`src/rtl/cache_request_issuer_pkg.sv`:
```
// Shared definitions for the cache request issuer.
// Holds the bus widths shared by every node on the cache network, the
// issuer FSM state encoding and the layout of one queued core request.
package cache_request_issuer_pkg;

  localparam int DATA_WIDTH               = 8;
  localparam int CACHE_BANK_ADDRESS_WIDTH = 8;
  localparam int NETWORK_ADDRESS_WIDTH    = 4;

  typedef enum logic {
    IDLE      = 1'b0,
    WAIT_READ = 1'b1
  } state_t;

  // One queued core request; write = 1 selects a store.
  typedef struct packed {
    logic                                write;
    logic [CACHE_BANK_ADDRESS_WIDTH-1:0] address;
    logic [DATA_WIDTH-1:0]               data;
  } req_t;

  localparam int REQ_WIDTH = $bits(req_t);

endpackage

```
`src/rtl/cache_request_issuer_request_fifo.sv`:
```
// requestFifo: synchronous first-word-fall-through FIFO.
// Ports:
//   clk, reset        - rising-edge clock, synchronous active-high reset
//   i_push, i_data    - write strobe and entry; ignored while full
//   i_pop             - drop the head entry; ignored while empty
//   o_data            - current head entry (valid when !o_empty)
//   o_full, o_empty   - occupancy flags
//   o_count           - number of stored entries (0..DEPTH)
// DEPTH must be a power of two, at least 2, so the pointers wrap naturally.
module requestFifo #(
  parameter int WIDTH = 1,
  parameter int DEPTH = 4
) (
  input  logic                     clk,
  input  logic                     reset,
  input  logic                     i_push,
  input  logic                     i_pop,
  input  logic [WIDTH-1:0]         i_data,
  output logic [WIDTH-1:0]         o_data,
  output logic                     o_full,
  output logic                     o_empty,
  output logic [$clog2(DEPTH):0]   o_count
);

  localparam int PTR_W = $clog2(DEPTH);
  localparam int CNT_W = PTR_W + 1;

  logic [WIDTH-1:0] r_mem [DEPTH];
  logic [PTR_W-1:0] r_wr_ptr;
  logic [PTR_W-1:0] r_rd_ptr;
  logic [CNT_W-1:0] r_count;
  logic             w_do_push;
  logic             w_do_pop;

  assign o_full    = (r_count == CNT_W'(DEPTH));
  assign o_empty   = (r_count == '0);
  assign o_count   = r_count;
  assign o_data    = r_mem[r_rd_ptr];
  // A push into a full queue is refused even when a pop frees a slot on the
  // same edge; the producer simply retries next cycle.
  assign w_do_push = i_push & ~o_full;
  assign w_do_pop  = i_pop & ~o_empty;

  // NOTE: storage has no reset; the pointers and count define which entries
  // are meaningful, so clearing the array would only cost reset fan-out.
  always_ff @(posedge clk) begin
    if (w_do_push) begin
      r_mem[r_wr_ptr] <= i_data;
    end
  end

  // NOTE: every clocked assignment is non-blocking so all registers update
  // from the same pre-edge values, independent of statement order.
  always_ff @(posedge clk) begin
    if (reset) begin
      r_wr_ptr <= '0;
      r_rd_ptr <= '0;
      r_count  <= '0;
    end else begin
      if (w_do_push) r_wr_ptr <= r_wr_ptr + PTR_W'(1);
      if (w_do_pop)  r_rd_ptr <= r_rd_ptr + PTR_W'(1);
      case ({w_do_push, w_do_pop})
        2'b10:   r_count <= r_count + CNT_W'(1);
        2'b01:   r_count <= r_count - CNT_W'(1);
        default: r_count <= r_count;
      endcase
    end
  end

endmodule

```
`src/rtl/cache_request_issuer.sv`:
```
// cache_request_issuer: queues core load/store requests and issues them one
// at a time to the cache arbiter, allowing at most one outstanding read.
// Ports:
//   clk, reset                          - rising-edge clock, sync active-high reset
//   reqValid/reqReady/reqWrite/
//   reqAddress/reqData                  - core request handshake
//   respValid/respData/respAddress      - one-cycle read completion to the core
//   timeoutError                        - sticky: a read got no answer in time
//   memRead/memWrite/cacheAddressOut/
//   requesterAddressOut/dataOut         - registered arbiter request port
//   readReady/requesterAddressIn/
//   cacheDataIn                         - arbiter response port
module cache_request_issuer
  import cache_request_issuer_pkg::*;
#(
  parameter int MY_ADDRESS     = 0,
  parameter int FIFO_DEPTH     = 4,
  parameter int TIMEOUT_CYCLES = 15
) (
  input  logic                                clk,
  input  logic                                reset,
  input  logic                                reqValid,
  output logic                                reqReady,
  input  logic                                reqWrite,
  input  logic [CACHE_BANK_ADDRESS_WIDTH-1:0] reqAddress,
  input  logic [DATA_WIDTH-1:0]               reqData,
  output logic                                respValid,
  output logic [DATA_WIDTH-1:0]               respData,
  output logic [CACHE_BANK_ADDRESS_WIDTH-1:0] respAddress,
  output logic                                timeoutError,
  output logic                                memRead,
  output logic                                memWrite,
  output logic [CACHE_BANK_ADDRESS_WIDTH-1:0] cacheAddressOut,
  output logic [NETWORK_ADDRESS_WIDTH-1:0]    requesterAddressOut,
  output logic [DATA_WIDTH-1:0]               dataOut,
  input  logic                                readReady,
  input  logic [NETWORK_ADDRESS_WIDTH-1:0]    requesterAddressIn,
  input  logic [DATA_WIDTH-1:0]               cacheDataIn
);

  localparam int CNT_W = $clog2(FIFO_DEPTH) + 1;
  localparam int TO_W  = $clog2(TIMEOUT_CYCLES + 1);
  localparam logic [TO_W-1:0]                  TO_LIMIT = TO_W'(TIMEOUT_CYCLES);
  localparam logic [NETWORK_ADDRESS_WIDTH-1:0] MY_NET   = NETWORK_ADDRESS_WIDTH'(MY_ADDRESS);

  state_t                              r_state;
  state_t                              w_next_state;
  req_t                                w_head;
  req_t                                w_push_entry;
  logic                                w_push;
  logic                                w_pop;
  logic                                w_empty;
  logic                                w_unused_full;  // readiness comes from the count
  logic [CNT_W-1:0]                    w_count;
  logic                                w_match;
  logic                                w_resp_take;
  logic                                w_timeout_fire;
  logic [TO_W-1:0]                     r_timer;
  logic [CACHE_BANK_ADDRESS_WIDTH-1:0] r_read_addr;

  assign reqReady     = (w_count < CNT_W'(FIFO_DEPTH));
  assign w_push       = reqValid & reqReady;
  assign w_push_entry = '{write: reqWrite, address: reqAddress, data: reqData};
  assign w_match      = readReady && (requesterAddressIn == MY_NET);

  requestFifo #(
    .WIDTH (REQ_WIDTH),
    .DEPTH (FIFO_DEPTH)
  ) u_fifo (
    .clk     (clk),
    .reset   (reset),
    .i_push  (w_push),
    .i_pop   (w_pop),
    .i_data  (w_push_entry),
    .o_data  (w_head),
    .o_full  (w_unused_full),
    .o_empty (w_empty),
    .o_count (w_count)
  );

  // NOTE: every signal written here gets a default first, so no path leaves
  // a value unassigned and no latch is inferred.
  always_comb begin
    w_next_state   = r_state;
    w_pop          = 1'b0;
    w_resp_take    = 1'b0;
    w_timeout_fire = 1'b0;
    case (r_state)
      IDLE: begin
        // Responses arriving here are stale or foreign and are dropped.
        if (!w_empty) begin
          w_pop = 1'b1;
          if (!w_head.write) w_next_state = WAIT_READ;
        end
      end
      WAIT_READ: begin
        // A matching response beats a timeout landing on the same edge.
        if (w_match) begin
          w_resp_take  = 1'b1;
          w_next_state = IDLE;
        end else if (r_timer == TO_LIMIT) begin
          w_timeout_fire = 1'b1;
          w_next_state   = IDLE;
        end
      end
      default: w_next_state = IDLE;
    endcase
  end

  always_ff @(posedge clk) begin
    if (reset) r_state <= IDLE;
    else       r_state <= w_next_state;
  end

  always_ff @(posedge clk) begin
    if (reset) begin
      memRead             <= 1'b0;
      memWrite            <= 1'b0;
      cacheAddressOut     <= '0;
      dataOut             <= '0;
      requesterAddressOut <= '0;
      respValid           <= 1'b0;
      respData            <= '0;
      respAddress         <= '0;
      timeoutError        <= 1'b0;
      r_timer             <= '0;
      r_read_addr         <= '0;
    end else begin
      memRead   <= w_pop & ~w_head.write;
      memWrite  <= w_pop & w_head.write;
      respValid <= w_resp_take;
      // Address/data lines hold their last issued values between issues.
      if (w_pop) begin
        cacheAddressOut     <= w_head.address;
        dataOut             <= w_head.data;
        requesterAddressOut <= MY_NET;
      end
      if (w_pop && !w_head.write) begin
        r_read_addr <= w_head.address;
        r_timer     <= '0;
      end else if (r_state == WAIT_READ && r_timer != '1) begin
        r_timer <= r_timer + TO_W'(1);
      end
      if (w_resp_take) begin
        respData    <= cacheDataIn;
        respAddress <= r_read_addr;
      end
      if (w_timeout_fire) timeoutError <= 1'b1;
    end
  end

endmodule

```
`config.mk`:
```
export PLATFORM = sky130hd
export DESIGN_NAME = cache_request_issuer
export DESIGN_NICKNAME = d
export VERILOG_FILES = /design/src/rtl/cache_request_issuer_pkg.sv /design/src/rtl/cache_request_issuer_request_fifo.sv /design/src/rtl/cache_request_issuer.sv
export SDC_FILE = /design/constraint.sdc
export NUM_CORES = 1
export LEC_CHECK = 0
export CORE_ASPECT_RATIO = 0.8
export CORE_MARGIN = 2
export CORE_UTILIZATION = 54
export DETAILED_ROUTE_END_ITERATION = 10
export PLACE_DENSITY = 0.8
export SYNTH_ARGS = -nofsm -noshare
export SYNTH_HDL_FRONTEND = slang
export SYNTH_SLANG_ARGS = --single-unit
```
`constraint.sdc`:
```
create_clock -name clk -period 2.3 [get_ports clk]
set_input_delay 0.46 -clock clk [delete_from_list [all_inputs] [get_ports clk]]
set_output_delay 0.46 -clock clk [all_outputs]
set_load 0.02 [all_outputs]
```
Word level (Yosys, flattened, before mapping)

Memories as Yosys holds them, arrays and structs flattened. A register that Yosys moved wholly into a read port is not among the register bits.
Index checks and enable logic that the tools add are counted.

Register bits after elaboration: 56
Memory bits (writable): 68
Input bits: 33
Memories: 1

Add/subtract/negate cells: 5
Magnitude comparators: 1
Equality and inequality tests: 5
Muxes and demuxes: 17
Bitwise gates (word level): 9
Reductions and logical operators: 8

Memory list:

| memory       | depth | width | read ports | clocked after memory_dff | wr ports | line                                    | text |
|---|---|---|---|---|---|---|---|
| u_fifo.r_mem | 4     | 17    | 1          | 1                        | 1        | cache_request_issuer_request_fifo.sv:28 | `logic [WIDTH-1:0] r_mem [DEPTH];` |

Operator list:

| cell                | count |
|---|---|
| $mux 1              | 13 |
| $pmux 3 s2          | 1 |
| $and 1x1->1         | 5 |
| $add 2x1->2 const B | 2 |
| $add 4x1->4 const B | 1 |
| $eq 4x4->1 const B  | 1 |
| $logic_not 4->1     | 1 |
| $mux 2              | 2 |
| $ne 4x4->1 const B  | 1 |
| $not 1->1           | 4 |
| $add 3x1->3 const B | 1 |
| $eq 3x3->1 const B  | 1 |
| $logic_and 1x1->1   | 3 |
| $logic_not 3->1     | 1 |
| $lt 3x3->1 const B  | 1 |
| $sub 3x1->3 const B | 1 |
| $eq 2x1->1 const B  | 1 |
| $eq 2x2->1 const B  | 1 |
| $pmux 1 s2          | 1 |
| $reduce_bool 2->1   | 1 |
| $reduce_or 2->1     | 1 |
| $logic_not 1->1     | 1 |

Longest topological paths before layout

Depth in word-level cells: 6
Gate-level depth with buffers: 10
Mapped depth without buffers: 8

Modules after synthesis

From an unflattened synthesis, not the netlist that was laid out.

Cells, all modules: 364
Area total of the unflattened synthesis: 4,974.8 µm²

Modules (own cells, without submodules):

| module               | instances | cells an instance | area an instance (µm²) |
|---|---|---|---|
| requestFifo          | 1         | 143               | 2,967.8 |
| cache_request_issuer | 1         | 221               | 2,006.9 |

Least setup slack after synthesis

OpenSTA, ideal clock, no wires.

Path type: register to register
Start: register u_fifo.r_count[2], in the netlist u_fifo.o_count[2]
End: register u_fifo.r_count[2], in the netlist u_fifo.o_count[2]
Library setup time: 0.070 ns
Data arrival time: 2.064 ns
Required time: 2.230 ns
Setup slack: 0.166 ns
Cell stages (with the launch flop): 11
Buffers on the path: 2
Clock period less this slack: 2.134 ns
Cell sequence: dfxtp_1 nor3_1 clkbuf_1 clkbuf_1 nor2_1 ha_1 inv_1 fa_1 xor2_1 or3_1 a21oi_1

Cells in the longest elaborated chain, start to end: 6
Elaborated cells between the ends (all ways): 16
Classes of those cells: add/sub: 2; order compare: 1; eq/ne: 3; mux: 3; bitwise: 5; reduce/logical: 2

RTL lines:

| element                                                | line                                    | text |
|---|---|---|
| from (decl)                                            | cache_request_issuer_request_fifo.sv:31 | `logic [CNT_W-1:0] r_count;` |
| from (signal assigned)                                 | cache_request_issuer_request_fifo.sv:63 | `2'b10: r_count <= r_count + CNT_W'(1);` |
| from (signal assigned)                                 | cache_request_issuer_request_fifo.sv:64 | `2'b01: r_count <= r_count - CNT_W'(1);` |
| from (signal assigned)                                 | cache_request_issuer_request_fifo.sv:65 | `default: r_count <= r_count;` |
| $logic_not 3->1 *                                      | cache_request_issuer_request_fifo.sv:36 | `assign o_empty = (r_count == '0);` |
| $mux 1 *                                               | cache_request_issuer.sv:91              | `if (!w_empty) begin` |
| $mux 1 *                                               | cache_request_issuer.sv:88              | `case (r_state)` |
| named net u_fifo.i_pop                                 | cache_request_issuer_request_fifo.sv:17 | `input logic i_pop,` |
| $and 1x1->1 *                                          | cache_request_issuer_request_fifo.sv:42 | `assign w_do_pop = i_pop & ~o_empty;` |
| $eq 2x1->1 / $eq 2x2->1 (equally long branches)        | cache_request_issuer_request_fifo.sv:62 | `case ({w_do_push, w_do_pop})` |
| $pmux 3 s2 / $reduce_bool 2->1 (equally long branches) | -                                       |  |

The timed path passes the listed nets; every way through them passes the cells marked *.
A chain may end at the register's enable or synchronous reset.

Worst setup path in the final report

Start: input reqValid
End: register u_fifo.r_count[2], in the netlist u_fifo.o_count[2]

Cells in the longest elaborated chain, start to end: 4
Elaborated cells between the ends (all ways): 6
Classes of those cells: eq/ne: 2; mux: 1; bitwise: 2; reduce/logical: 1

RTL lines:

| element                                                | line                                    | text |
|---|---|---|
| from (decl)                                            | cache_request_issuer.sv:22              | `input logic reqValid,` |
| $and 1x1->1 *                                          | cache_request_issuer.sv:62              | `assign w_push = reqValid & reqReady;` |
| $and 1x1->1 *                                          | cache_request_issuer_request_fifo.sv:41 | `assign w_do_push = i_push & ~o_full;` |
| $eq 2x1->1 / $eq 2x2->1 (equally long branches)        | cache_request_issuer_request_fifo.sv:62 |  |
| $pmux 3 s2 / $reduce_bool 2->1 (equally long branches) | -                                       |  |

Mark *: on every way between the ends. The rest lies on a longest branch, timed or not.

==> flow_metrics.py <==
metrics = {
    "timing": {
        "fin_crit_sh": 0.8428,
        "worst_pin_slew_ps": 838.9,
        "finalCriticalPeriod_ps": 1938,
        "clock_skew_ps": 8.359,
        "slew_headroom": 0.4407,
        "max_clock_freq_mhz": 515.9,
        "drv_slew": 0,
        "setup-violations-final": 0,
        "rsz0062_at_grt": "no",
        "final_hold_viol_count": 0,
    },
    "floorplan": {
        "core_sq_um": 8999,
        "die-area_sq_um": 9972,
        "initial_core_util": 0.5512,
        "die_w_um": 111.2,
        "die_y_um": 89.72,
        "boundaryPins": 74,
        "num_rows": 31,
    },
    "outcome": {
        "status": "finished clean",
    },
    "critical_path": {
        "path_class": "in -> reg",
        "crit_family": "adder cells",
        "required_ps": 2630,
        "cp_slowest_cell": "clkdlybuf4s50_1",
        "cp.arrival_ps": 2270,
        "end_kind": "flip-flop",
        "start_kind": "input port",
        "max_stage_delay_ps": 390,
        "crit_chain": "clkdlybuf4s50_1 > nor2b_1 > inv_1 > ha_1 > inv_1 > fa_1 > xor2_1 > or3_1 > a21oi_1",
        "cp_num_buf_inv": 3,
        "path_max_fanout": 2,
        "path_common_cell": "inv_1",
    },
    "logic_synthesis": {
        "synth-async-reset-ratio": 0,
        "synth_edf_count": 68,
        "yosys.area_share.simple": 0.08703,
        "yosysMostFrequentCell": "edfxtp_1",
        "seq_area_frac_synth": 0.6458,
        "synth_cells": 373,
        "yosysTopAreaCell": "edfxtp_1",
        "synth-seq-cells": 126,
        "synth_compound_area_frac": 0.1181,
        "synth-xor-area-share": 0.005298,
        "yosysUniqueCellTypes": 38,
        "ys_top_cells_by_count": "edfxtp_1, dfxtp_1, a21oi_1",
        "synth_ff_type": "edfxtp_1",
        "synth_area_sq_um": 4960,
        "synth.area.top_cells": "edfxtp_1, dfxtp_1, mux4_2, a21oi_1, o31ai_1",
        "avgSynthCellArea_sq_um": 13.30,
        "synth_top_family_by_area": "compound AO/OA/AOI/OAI gates",
        "synthAdderAreaFrac": 0.01917,
        "synth_top_area_share": 0.4117,
        "ys_warn_count": 0,
        "muxShareOfSynthArea": 0.07997,
    },
    "detailed_routing": {
        "first_iter_violations": 289,
        "postRouteAntennaNets": 0,
        "avgRoutedWirePerCell_um": 18.91,
        "vias": 3457,
        "drt_pre_antenna_iters": 5,
        "remaining_drc_errors": 0,
        "viasPerCell": 6.054,
        "wl_um": 10800,
    },
    "pwr": {
        "p_leak_nw": 2.141,
        "finalPower_w": 0.008029,
        "ir_drop_v": 0.0007371,
        "power_density_nw_per_um2": 1249,
    },
    "cts": {
        "clockBufferDepth": 2,
        "root_buffer": "clkbuf_16",
        "cts_made_buffers": 17,
        "clk_pin_slew_worst_paths_ps": 60,
        "cts_setup_buffers": 0,
        "cts_resized": 0,
        "cts_tree": "done",
        "htree_num_levels": 4,
        "cts_hold_buf": 0,
        "clock-sinks": 126,
        "clkLatencyLatePin_ps": 410,
    },
    "job": {
        "max_cap_viol_count": 0,
    },
    "global_routing": {
        "grt_use_total": 0.2256,
        "grt_max_degree": 45,
        "antenna_found_initial": 0,
        "met3_usage": 0.07283,
        "grt_overflow": 0,
        "grt_pass1_wl_um": 17480,
        "grt_busiest_layer": "met2",
        "met1_usage": 0.2970,
        "met2_usage": 0.3666,
        "first_global_vias": 3373,
    },
    "place": {
        "dp_hpwl_um": 6317,
        "gp_congestion": 0.7491,
        "dp.cells": 539,
        "portBuffers": 69,
    },
    "final_layout": {
        "area_delta_synth_final_pct": 29.59,
        "antennaDiodeCount": 0,
        "final_nets": 483,
        "drive_gt1_frac": 0.1491,
        "layoutNonFillerInstCount": 571,
    },
    "worst_hold_path": {
        "hold_class": "reg -> reg",
    },
}
## metal layers
metal / vias up / wire length, um
met5: - / 0
met4: 0 / 79
met3: 11 / 899
met2: 180 / 5332
met1: 1682 / 4488
li1: 1584 / -
## path summary, 6_finish.rpt
kind	slack (ps)	depth (start not counted)	startpoint	end
worst max-delay path	360	9	reqValid	u_fifo.o_count[2]
worst min-delay path	470	2	respAddress[1]	respAddress[1]
worst max register to register	380	8	u_fifo.o_count[2]	u_fifo.o_count[2]
worst min register to register	470	2	respAddress[1]	respAddress[1]
## metrics by stage
stage	util	hold WS (ps)	setup TNS, ps	area [sq um]	setup slack, ps
6_report	0.7143	471.8	0	6427	361.6
5_1_grt	0.7143	487.5	0	6427	274.1
3_3_place_gp	0.6454	454.3	0	5808	37.46
3_5_place_dp	0.6454	462.2	-53.29	5808	-53.29
4_1_cts	0.7143	472.1	0	6427	377.0
2_1_floorplan	-	446.9	0	4971	166.0
## worst register-to-register path, cell delays in order, from the launching register on
cell,delay (ps)
dfxtp_1,420
nor3_2,80
nor2_1,110
ha_1,190
inv_1,60
fa_1,370
xor2_1,150
or3_1,310
a21oi_1,150
## report_power, final
part           internal [W]  switching, W
Clock               0.00180      0.000964
Sequential          0.00279      0.000195
Combinational      0.000958       0.00132
## final cells by class
| cell class | count | area (sq um) |
|---|---|---|
| sequential | 126 | 3204 |
| fill | 603 | 2571 |
| multi-input combinational | 201 | 1555 |
| timing repair buffer | 86 | 863.3 |
| clock buffer | 17 | 425.4 |
| clock inverter | 15 | 193.9 |
| tap | 115 | 143.9 |
| inverter | 11 | 41.29 |
## placed cells by master (no fill, tap or decap), types with 2 or more instances in the layout
master / Yosys / final
clkdlybuf4s50_1: 0 / 68
edfxtp_1: 68 / 68
dfxtp_1: 58 / 57
a21oi_1: 46 / 46
o31ai_1: 25 / 25
o21ai_0: 20 / 20
nand3_1: 19 / 19
nand4_1: 17 / 17
clkbuf_16: 0 / 17
mux4_2: 16 / 16
buf_4: 4 / 13
inv_1: 10 / 10
or4b_1: 8 / 8
nor2_1: 7 / 7
ha_1: 6 / 6
and2_1: 4 / 4
clkinv_1: 1 / 4
a211oi_1: 4 / 4
conb_1: 1 / 4
bufinv_16: 0 / 4
buf_12: 0 / 4
or3_1: 3 / 3
clkinvlp_4: 0 / 3
clkinv_4: 0 / 3
xor2_1: 2 / 2
or4_1: 2 / 2
nor3_1: 3 / 2
o21ba_2: 2 / 2
nor4_1: 2 / 2
a2111oi_0: 2 / 2
## registers in the layout, indices dropped and copies added, names as in the netlist, named ones only
signal and count:
cacheAddressOut 8, dataOut 8, memRead 1, memWrite 1
r_read_addr 8, r_state 1, r_timer 4, respAddress 8
respData 8, respValid 1, timeoutError 1, u_fifo.o_count 3
u_fifo.r_mem 68, u_fifo.r_rd_ptr 2, u_fifo.r_wr_ptr 2
## kinds of logic (layout without fill, tap and decap cells)
group                    count (synthesis)  count (layout)
AND/OR/NAND/NOR                         70              70
flip-flops                             126             126
multiplexers                            18              18
buffers and inverters                   49             129
other                                    1               4
adder cells (fa/ha/maj)                  7               7
AO/OA/AOI/OAI                           99              99
XOR/XNOR                                 3               3
No activity file was read; power rests on OpenSTA's default activity.
